<file path="src/rtl/pulse_count_uart_tx.sv">
// Streams packed-BCD count words from a FIFO out of a UART 8N1 line as ASCII decimal + CR LF.
// Build option: define PULSE_TX_LZ_SUPPRESS_EN to drop leading '0' digits.
module pulse_count_uart_tx #(
  parameter int unsigned BAUD_DIV = 434
) (
  input  logic        clk,
  input  logic        rst_n,
  input  logic        en,
  input  logic        fifo_is_empty,
  output logic        rd_fifo,
  input  logic [31:0] din,
  output logic        tx,
  output logic        busy,
  output logic        bcd_err
);

  typedef enum logic [1:0] {StIdle, StWait, StLoad, StSend} state_e;

  localparam logic [15:0] BaudLast = 16'(BAUD_DIV - 1);

  state_e      state_q, state_d;
  logic [31:0] word_q, word_d;
  logic [9:0]  shreg_q, shreg_d;
  logic [3:0]  bit_cnt_q, bit_cnt_d;
  logic [3:0]  idx_q, idx_d;
  logic [15:0] baud_q, baud_d;
  logic        bcd_err_q, bcd_err_d;

  logic [2:0]  dsel;
  logic [3:0]  nib;
  logic [7:0]  char_sel;

`ifdef PULSE_TX_LZ_SUPPRESS_EN
  // Index of the first nonzero digit (MSB-first); an all-zero word still sends digit 7.
  function automatic logic [3:0] first_digit(input logic [31:0] w);
    logic [3:0] r;
    r = 4'd7;
    for (int i = 7; i >= 0; i--) begin
      if (w[4*(7-i) +: 4] != 4'd0) r = 4'(i);
    end
    return r;
  endfunction
`endif

  assign dsel = 3'd7 - idx_q[2:0];
  assign nib  = word_q[{dsel, 2'b00} +: 4];

  always_comb begin
    char_sel = 8'h3F;
    if (idx_q == 4'd8)      char_sel = 8'h0D;
    else if (idx_q == 4'd9) char_sel = 8'h0A;
    else if (nib <= 4'd9)   char_sel = {4'h3, nib};
  end

  always_comb begin
    state_d   = state_q;
    word_d    = word_q;
    shreg_d   = shreg_q;
    bit_cnt_d = bit_cnt_q;
    idx_d     = idx_q;
    baud_d    = baud_q;
    bcd_err_d = bcd_err_q;
    rd_fifo   = 1'b0;
    case (state_q)
      StIdle: begin
        if (en && !fifo_is_empty) begin
          rd_fifo = 1'b1;
          state_d = StWait;
        end
      end
      StWait: begin
        word_d  = din;
`ifdef PULSE_TX_LZ_SUPPRESS_EN
        idx_d   = first_digit(din);
`else
        idx_d   = 4'd0;
`endif
        state_d = StLoad;
      end
      StLoad: begin
        shreg_d   = {1'b1, char_sel, 1'b0};
        bit_cnt_d = 4'd0;
        baud_d    = 16'd0;
        if (idx_q < 4'd8 && nib > 4'd9) bcd_err_d = 1'b1;
        state_d   = StSend;
      end
      StSend: begin
        if (baud_q == BaudLast) begin
          baud_d  = 16'd0;
          shreg_d = {1'b1, shreg_q[9:1]};
          if (bit_cnt_q == 4'd9) begin
            bit_cnt_d = 4'd0;
            if (idx_q == 4'd9) begin
              idx_d   = 4'd0;
              state_d = StIdle;
            end else begin
              idx_d   = idx_q + 4'd1;
              state_d = StLoad;
            end
          end else begin
            bit_cnt_d = bit_cnt_q + 4'd1;
          end
        end else begin
          baud_d = baud_q + 16'd1;
        end
      end
      default: state_d = StIdle;
    endcase
  end

  always_ff @(posedge clk) begin
    if (!rst_n) begin
      state_q   <= StIdle;
      word_q    <= 32'd0;
      shreg_q   <= 10'h3FF;
      bit_cnt_q <= 4'd0;
      idx_q     <= 4'd0;
      baud_q    <= 16'd0;
      bcd_err_q <= 1'b0;
    end else begin
      state_q   <= state_d;
      word_q    <= word_d;
      shreg_q   <= shreg_d;
      bit_cnt_q <= bit_cnt_d;
      idx_q     <= idx_d;
      baud_q    <= baud_d;
      bcd_err_q <= bcd_err_d;
    end
  end

  // Line is only driven from the shift register while a frame is in progress.
  assign tx      = (state_q == StSend) ? shreg_q[0] : 1'b1;
  assign busy    = (state_q != StIdle) || rd_fifo;
  assign bcd_err = bcd_err_q;

endmodule

</file>
<file path="config.mk">
export PLATFORM = sky130hd
export DESIGN_NAME = pulse_count_uart_tx
export DESIGN_NICKNAME = d
export VERILOG_FILES = /design/src/rtl/pulse_count_uart_tx.sv
export SDC_FILE = /design/constraint.sdc
export NUM_CORES = 1
export LEC_CHECK = 0
export CAP_MARGIN = 15
export CORE_MARGIN = 3
export CORE_UTILIZATION = 60
export CTS_CLUSTER_SIZE = 30
export DETAILED_ROUTE_END_ITERATION = 10
export GPL_TIMING_DRIVEN = 0
export PLACE_DENSITY = 0.89
export SLEW_MARGIN = 20
export SYNTH_ARGS = -nofsm -noshare
export SYNTH_HDL_FRONTEND = slang
export SYNTH_SLANG_ARGS = --single-unit
export TNS_END_PERCENT = 20
</file>
<file path="constraint.sdc">
create_clock -name clk -period 4.4 [get_ports clk]
set_input_delay 1.32 -clock clk [delete_from_list [all_inputs] [get_ports clk]]
set_output_delay 1.32 -clock clk [all_outputs]
set_load 0.05 [all_outputs]
</file>
==> flow_summary.json, run 1 <==
{
  "grt_max_degree": 11,
  "critPathLaunch": "fifo_is_empty",
  "clkSinkCount": 68,
  "antenna_cells": 0,
  "rr_endpoint": "baud_q[14]",
  "area.growth.synth_to_final_pct": 19.3,
  "grt_pass1_wl_um": 12900,
  "cp.required_ns": 3.08,
  "ys_seq_area_share_pct": 41.0,
  "tightest_slew_ns": 0.664,
  "initial_utilization_pct": 63.4,
  "async_reset_ff_share_pct": 0,
  "gp_congestion": 0.964,
  "reg2regPathDepth": 9,
  "yosysUniqueCellTypes": 51,
  "drtIter0Drc": 162,
  "yosys.area.top_type": "dfxtp_1",
  "crit_path_end_kind": "output port",
  "rows": 26,
  "synth_seq_cells": 68,
  "path_max_fanout": 2,
  "ys.flop_type": "dfxtp_1",
  "avgViaCountPerCell": 5.84,
  "core_sq_um": 5240,
  "r2r_start": "baud_q[0]",
  "report.final.setup_viol": 0,
  "regToRegSetupSlack_ns": 1.77,
  "hold_violations": 0,
  "rsz0062_at_grt": "false",
  "clock_path_buffers": 2,
  "status": "finished clean",
  "syn_area_per_cell_sq_um": 8.46,
  "io_buffers": 39,
  "synth_compound_area_share_pct": 21.4,
  "hold_start": "word_q[7]",
  "die_h_um": 80.4,
  "postCtsSetupBuffers": 0,
  "cts_hold_buffers": 0,
  "final_area_sq_um": 3960,
  "clk_pin_slew_worst_paths_ns": 0.06,
  "synth-edff-count": 0,
  "drc": 0,
  "first_global_vias": 2818,
  "num_vias": 3002,
  "yosys.area_share.adder_pct": 2.26,
  "final_nets": 484,
  "p_leak_nw": 1.39,
  "antenna_left": 0,
  "fill_cells": 390,
  "worst_ir_drop_vdd_v": 0.000211,
  "synthSimpleGateAreaFrac_pct": 24.2,
  "drt-total-wl_um": 7840,
  "cts_htree_levels": 3,
  "grt_use_total_pct": 25.9,
  "synth_top_area_share_pct": 41.0,
  "wl_per_cell_um": 15.2,
  "drive_gt1_share_pct": 7.43,
  "ys_top_cells_by_area": "dfxtp_1 41%, nand2_1 9.5%, a21boi_0 8.4%, mux4_2 5.4%, a21oi_1 2.9%",
  "power_density_nw_per_um2": 334,
  "hp-class": "register to register",
  "synth_top_family_by_area": "simple AND/OR/NAND/NOR gates",
  "skew_ns": 0.00762,
  "insertion_delay_ns": 0.34,
  "cts_tree": "done",
  "critPathArrivalTime_ns": 2.82,
  "worst_slew_margin_rel_pct": 55.3,
  "drtPass1Iterations": 5,
  "root_buffer": "clkbuf_8",
  "crit_path_start_kind": "input port",
  "whs_ns": 0.463,
  "drv_cap": 0,
  "synth_xor_area_share_pct": 0,
  "numCtsBuffers": 9,
  "globalRoute.totalOverflow": 0,
  "timing.critical_path.to": "rd_fifo",
  "critical_path_class": "input port to output port",
  "maxSlewViolCount": 0,
  "layout_min_cycle_time_ns": 4.14,
  "syn_inst": 392,
  "placed_area_sq_um": 3800,
  "clock.fmax_mhz": 241,
  "cts.repair.resized": 0,
  "antenna_found_initial": 0,
  "ios": 40,
  "finalCritPeriodShare_pct": 94.1,
  "die_w_um": 80.4,
  "die_area_sq_um": 6460,
  "synth_nets": 434,
  "netlist_area_sq_um": 3320,
  "muxShareOfSynthArea_pct": 7.05,
  "yosysWarnings": 0,
  "hpwl_um": 5790,
  "setup_tns_ns": 0
}
[synth_stat cells (all sizes together), types with 2 or more instances]
library cell	number
or4b	2
dfxtp	68
nand3	13
and2	7
nand3b	2
o21a	7
nor2b	8
nand2b	3
and3	4
nor3	10
nor4	3
a21boi	38
o221ai	2
o211ai	4
buf	3
o22ai	3
nand2	84
a211oi	2
ha	6
nor2	18
or4	4
o21ai	18
inv	9
mux2i	2
or2	2
a21oi	19
nand4	3
a31oi	2
clkbuf	21
mux2	3
mux4	8
o31ai	2
[through the flow]
| stage | cells | worst slack [ns] | total power (W) | utilization (%) |
|---|---|---|---|---|
| global placement | 501 | 0.258 | 0.000880 | 72.5 |
| CTS | 514 | 0.250 | 0.00133 | 75.6 |
| detailed placement | 501 | 0.252 | 0.000889 | 72.5 |
| floorplan | 392 | 0.572 | 0.000808 | - |
| global route | 514 | 0.160 | 0.00139 | 75.6 |
| finish | 514 | 0.258 | 0.00132 | 75.6 |
[critical path: stages]
cell	delay [ns]
clkdlybuf4s50_1	0.38
nand2b_1	0.15
nor3_1	0.13
clkdlybuf4s50_1	0.83
[cell families (layout without fill, tap and decap cells)]
family                     Yosys count  after routing
buffers and inverters               33             85
DFF                                 68             68
AOI/OAI and AO/OA                  105            105
and+or+nand+nor                    167            167
adders and majority gates            6              6
muxes                               13             13
[layout make-up]
cell class / instances / area (sq um) / share of cell area [%]
Buffer: 24 / 103 / 2.59
Tap cell: 70 / 87.6 / 2.21
Inverter: 9 / 33.8 / 0.853
Timing Repair Buffer: 39 / 390 / 9.86
Clock inverter: 2 / 12.5 / 0.316
Clock buffer: 11 / 151 / 3.82
Sequential cell: 68 / 1360 / 34.4
Multi-Input combinational cell: 291 / 1820 / 46.0
[report_power, final]
part / internal, W / switching [W] / total (W)
registers: 0.000652 / 0.0000225 / 0.000674
logic: 0.0000867 / 0.000116 / 0.000203
clock network: 0.000225 / 0.000222 / 0.000447
total: 0.000963 / 0.000361 / 0.00132
[worst min path at each step]
stage                      end  slack [ns]  cells after the start
CTS                  word_q[7]        0.46                      2
detailed placement  word_q[19]        0.46                      2
floorplan           word_q[29]        0.43                      2
global route        word_q[20]        0.48                      2
global placement    word_q[15]        0.45                      2
finish               word_q[7]        0.46                      2
[state kept, by name, indices dropped and copies added, names as in the netlist]
name       cells
baud_q        16
bcd_err        1
bit_cnt_q      4
idx_q          4
shreg_q        9
state_q        2
word_q        32
[metal layers]
metal	vias to the layer above	part of all wire [%]	global-route usage, %
met3	11	5.1	5.83
met2	88	50	44.8
li1	1486	-	-
met5	-	0	0
met1	1417	44	31.6
met4	0	1.4	8.78
[cell usage in the layout (no fill, tap or decap), drive strengths merged, types with 6 or more instances in the layout]
cell type | netlist | routed
o21ai | 18 | 18
nand3 | 13 | 13
nor2 | 18 | 18
nor3 | 10 | 10
clkdlybuf4s50 | 0 | 39
clkbuf | 21 | 32
inv | 9 | 9
ha | 6 | 6
a21oi | 19 | 19
dfxtp | 68 | 68
mux4 | 8 | 8
a21boi | 38 | 38
and2 | 7 | 7
nor2b | 8 | 8
o21a | 7 | 7
nand2 | 84 | 84
Note: power is estimated with default switching activity, not from simulation.
==> run 2, diff against run 1 <==
Settings changed: CORE_UTILIZATION 60 to 50, PLACE_DENSITY 0.89 to 0.8.
Clock period 4.4 ns to 3.59 ns, I/O delays scaled along.
==> flow_summary.json, run 2 (same netlist as run 1, synthesis figures left out) <==
{
  "slowest_stage": "dlygate4sd2_1",
  "insertion_delay_ns": 0.35,
  "cp_top_family": "buffers and inverters",
  "regMostFlops": "word_q",
  "worst_ir_drop_vdd_v": 0.000328,
  "skew_ns": 0.00797,
  "switchingPower_w": 0.000471,
  "layout_min_cycle_time_ns": 3.36,
  "mostFrequentLayoutCell": "nand2_1",
  "seqPwrFrac_pct": 42.9,
  "pwr-share-comb_pct": 12.8,
  "finalCritPeriodShare_pct": 93.6,
  "rows": 29,
  "clk_pin_slew_worst_paths_ns": 0.07,
  "hold_violations": 0,
  "setup_tns_ns": 0,
  "crit_chain": "clkdlybuf4s50_1 -> nand2b_1 -> nor3_1 -> dlygate4sd2_1",
  "drtIter0Drc": 190,
  "worst_slew_margin_rel_pct": 55.6,
  "drive_gt1_share_pct": 8.05,
  "core_sq_um": 6390,
  "intPower_w": 0.00145,
  "antenna_left": 0,
  "reg_top3": "word_q: 32 flops, baud_q: 16 flops, shreg_q: 9 flops",
  "grt_max_degree": 13,
  "status": "finished clean",
  "gp_congestion": 0.836,
  "hpwl_um": 5730,
  "clkSinkCount": 68,
  "maxSlewViolCount": 0,
  "wl_per_cell_um": 14.9,
  "crit_path_start_kind": "input port",
  "drt-total-wl_um": 7820,
  "ios": 40,
  "crit_path_end_kind": "output port",
  "critical_path_class": "input port to output port",
  "numCtsBuffers": 9,
  "die_area_sq_um": 7650,
  "grt_use_total_pct": 22.0,
  "cts_tree": "done",
  "io_buffers": 39,
  "final_cell_mix": "84 x nand2_1, 68 x dfxtp_1, 37 x a21boi_0, 37 x clkdlybuf4s50_1, 21 x clkbuf_1",
  "critPathArrivalTime_ns": 2.28,
  "first_global_vias": 2845,
  "power_density_nw_per_um2": 472,
  "tightest_slew_ns": 0.659,
  "placed_cells": 508,
  "avgViaCountPerCell": 5.75,
  "final_nets": 484,
  "crit_buf_inv": 2,
  "drc": 0,
  "path_max_fanout": 2,
  "antenna_cells": 0,
  "clock_path_buffers": 2,
  "largest_reg_flops": 32,
  "die_w_um": 87.5,
  "slowest_delay_ns": 0.54,
  "num_vias": 3015,
  "grt_pass1_wl_um": 13000,
  "rsz0062_at_grt": "false",
  "drtPass1Iterations": 4,
  "die_h_um": 87.5,
  "area.growth.synth_to_final_pct": 22.8,
  "drv_cap": 0,
  "root_buffer": "clkbuf_8",
  "final_cells": 524,
  "initial_utilization_pct": 52.0,
  "globalRoute.totalOverflow": 0,
  "clkPwrFrac_pct": 44.2,
  "clock.fmax_mhz": 298,
  "antenna_found_initial": 0,
  "cp.required_ns": 2.51,
  "sw_frac_of_total_pct": 24.5,
  "cts_htree_levels": 3,
  "hp-class": "register to register",
  "placed_area_sq_um": 3800,
  "p_leak_nw": 1.44,
  "final_area_sq_um": 4080,
  "report.final.setup_viol": 0
}
## run 2: power by group through the flow
stage	sequential [W]	combinational, W	clock, W
after detailed placement	0.000842	0.000248	0
after CTS	0.000825	0.000248	0.000858
after floorplan	0.000833	0.000157	0
final	0.000826	0.000247	0.000851
after global placement	0.000840	0.000240	0
after global routing	0.000830	0.000273	0.000893
## run 2: timing repair
action,CTS,global route
gates resized for setup,2,0
setup buffers,0,0
hold buffers,0,0
setup endpoints to repair,2,0
## run 2: layout make-up
class,count,area [sq um]
buffer,24,103
clock buffer,10,138
clock inverter,6,135
fill,551,2310
inverter,9,33.8
multi-input combinational,291,1820
sequential,68,1360
tap,77,96.3
timing repair buffer,39,388
## run 2: worst paths after layout
check | startpoint | endpoint | slack [ns] | cells past startpoint
worst max-delay path | fifo_is_empty | rd_fifo | 0.23 | 4
worst min-delay path | word_q[13] | word_q[13] | 0.47 | 2
worst max register to register | baud_q[0] | baud_q[14] | 1.00 | 9
worst min register to register | word_q[13] | word_q[13] | 0.47 | 2
## run 2: per-layer routing
layer,part of all wire (%),up-vias,global-route usage (%)
li1,-,1489,-
met1,44,1430,26.5
met2,49,83,36.6
met3,5.7,13,6.72
met4,1.7,0,8.23
met5,0,-,0
## run 2: worst register-to-register path, cell delays in order, from the launching register on
cell	delay [ns]
dfxtp_1	0.41
ha_1	0.17
or4b_4	0.47
nor4_4	0.53
nand2b_1	0.17
buf_2	0.21
buf_4	0.22
a31oi_1	0.06
o21ai_0	0.16
a21oi_1	0.08
## run 2: per-stage QoR
| stage | power, W | hold slack (ns) | utilization [%] | setup slack (ns) |
|---|---|---|---|---|
| 5_1_grt | 0.00200 | 0.485 | 63.8 | 0.143 |
| 3_3_place_gp | 0.00108 | 0.450 | 59.6 | -0.0699 |
| 4_1_cts | 0.00193 | 0.470 | 63.8 | 0.220 |
| 2_1_floorplan | 0.000990 | 0.433 | - | 0.248 |
| 6_report | 0.00192 | 0.468 | 63.8 | 0.229 |
| 3_5_place_dp | 0.00109 | 0.459 | 59.6 | -0.0696 |
==> run 3, diff against run 2 <==
Settings changed: CORE_MARGIN 3 to 2.
==> flow_summary.json, run 3 (same netlist as run 1, synthesis figures left out) <==
{
  "r2r_start": "baud_q[0]",
  "tightest_slew_ns": 0.632,
  "rsz0062_at_grt": "false",
  "intPower_w": 0.00119,
  "insertion_delay_ns": 0.34,
  "min_to": "word_q[14]",
  "antenna_found_initial": 0,
  "cts_tree": "done",
  "rr_endpoint": "baud_q[11]",
  "hold_start": "word_q[14]",
  "critPathArrivalTime_ns": 2.31,
  "die_w_um": 85.5,
  "die_area_sq_um": 7300,
  "seqPwrFrac_pct": 50.6,
  "drv_cap": 0,
  "report.final.setup_viol": 0,
  "hp-class": "register to register",
  "cts_htree_levels": 3,
  "crit_chain": "clkdlybuf4s50_1 -> nand2b_1 -> nor3_1 -> dlygate4sd2_1",
  "cp_top_family": "buffers and inverters",
  "mostFrequentLayoutCell": "nand2_1",
  "initial_utilization_pct": 52.0,
  "clkPwrFrac_pct": 34.3,
  "final_cells": 523,
  "clock.fmax_mhz": 296,
  "num_vias": 2991,
  "path_max_fanout": 2,
  "first_global_vias": 2922,
  "grt_max_degree": 11,
  "grt_pass1_wl_um": 13500,
  "pwr-share-comb_pct": 15.1,
  "final_area_sq_um": 3970,
  "crit_buf_inv": 2,
  "root_buffer": "clkbuf_8",
  "status": "finished clean",
  "regToRegSetupSlack_ns": 0.97,
  "p_leak_nw": 1.41,
  "reg2regPathDepth": 9,
  "sw_frac_of_total_pct": 27.4,
  "fill_cells": 560,
  "wl_per_cell_um": 15.2,
  "ios": 40,
  "slowest_stage": "dlygate4sd2_1",
  "rows": 29,
  "clkSinkCount": 68,
  "antenna_left": 0,
  "avgViaCountPerCell": 5.72,
  "crit_path_start_kind": "input port",
  "skew_ns": 0.00468,
  "regMostFlops": "word_q",
  "critical_path_class": "input port to output port",
  "crit_path_end_kind": "output port",
  "final_nets": 484,
  "worst_slew_margin_rel_pct": 57.4,
  "cp.required_ns": 2.51,
  "die_h_um": 85.5,
  "clock_path_buffers": 2,
  "placed_cells": 508,
  "clk_pin_slew_worst_paths_ns": 0.07,
  "grt_use_total_pct": 23.4,
  "placed_area_sq_um": 3800,
  "drc": 0,
  "maxSlewViolCount": 0,
  "drt-total-wl_um": 7940,
  "switchingPower_w": 0.000447,
  "globalRoute.totalOverflow": 0,
  "final_cell_mix": "84 x nand2_1, 68 x dfxtp_1, 37 x a21boi_0, 37 x clkdlybuf4s50_1, 23 x clkbuf_1",
  "hold_violations": 0,
  "power_density_nw_per_um2": 411,
  "io_buffers": 39,
  "numCtsBuffers": 9,
  "cts_hold_buffers": 0,
  "power_w": 0.00163,
  "gp_congestion": 0.840,
  "drive_gt1_share_pct": 7.40,
  "antenna_cells": 0,
  "largest_reg_flops": 32,
  "worst_ir_drop_vdd_v": 0.000239,
  "slowest_delay_ns": 0.55,
  "reg_top3": "word_q: 32 flops, baud_q: 16 flops, shreg_q: 9 flops",
  "seqCellArea_sq_um": 1360,
  "min_path_cells": 2,
  "finalCritPeriodShare_pct": 94.2,
  "core_sq_um": 6390,
  "postCtsSetupBuffers": 0,
  "hpwl_um": 5810,
  "drtIter0Drc": 198,
  "multiInputGateArea_sq_um": 1820,
  "drtPass1Iterations": 4,
  "layout_min_cycle_time_ns": 3.38,
  "area.growth.synth_to_final_pct": 19.7
}
run 3: cell count changes in the layout (fill, tap and decap cells not counted), sizes merged:
cell	before	now
bufinv	4	0
clkbuf	31	34
clkinv	0	2
clkinvlp	2	0
run 3: area by class of cell:
type	instances	area share, %
Sequential cell	68	34.3
Tap cell	77	2.43
Clock inverter	2	0.252
Timing Repair Buffer	39	9.77
Multi-Input combinational cell	291	45.8
Clock buffer	13	4.00
Buffer	24	2.58
Inverter	9	0.851
run 3: repair_timing:
item,in CTS,in global routing
hold endpoints to repair,0,0
setup endpoints to repair,2,0
gates resized for setup,2,0
run 3: worst max-delay path by stage:
| stage | end | slack [ns] | from | depth (start not counted) |
|---|---|---|---|---|
| 5_1_grt | rd_fifo | 0.13 | fifo_is_empty | 4 |
| 4_1_cts | rd_fifo | 0.20 | fifo_is_empty | 4 |
| 3_3_place_gp | rd_fifo | -0.07 | fifo_is_empty | 4 |
| 6_report | rd_fifo | 0.21 | fifo_is_empty | 4 |
| 3_5_place_dp | rd_fifo | -0.09 | fifo_is_empty | 4 |
| 2_1_floorplan | rd_fifo | 0.25 | fifo_is_empty | 2 |
run 3: per-layer routing:
metal	vias to the layer above	global-route usage, %	share of wire [%]
li1	1490	-	-
met1	1416	29.7	44
met2	74	38.6	50
met3	11	3.79	3.9
met4	0	11.4	1.8
met5	-	0	0
run 3: through the flow:
stage | TNS [ns] | util [%] | hold WS [ns] | setup slack, ns
2_1_floorplan | 0 | - | 0.433 | 0.248
3_3_place_gp | -0.0932 | 59.6 | 0.449 | -0.0690
3_5_place_dp | -0.142 | 59.6 | 0.458 | -0.0927
5_1_grt | 0 | 62.2 | 0.494 | 0.133
6_report | 0 | 62.2 | 0.470 | 0.207
4_1_cts | 0 | 62.2 | 0.472 | 0.197
run 3: worst reg2reg max path: stages (launching register included):
cell and delay [ns]:
dfxtp_1 0.41, ha_1 0.17, or4b_4 0.47, nor4_4 0.54, nand2b_1 0.17, buf_2 0.22
buf_4 0.22, a31oi_1 0.05, o21ai_0 0.16, a21oi_1 0.08
run 3: power groups by stage:
stage               Clock [W]  Sequential (W)  Combinational (W)
finish               0.000560        0.000827           0.000247
global route         0.000607        0.000833           0.000273
CTS                  0.000574        0.000826           0.000246
detailed placement          0        0.000843           0.000248
floorplan                   0        0.000833           0.000157
global placement            0        0.000840           0.000241
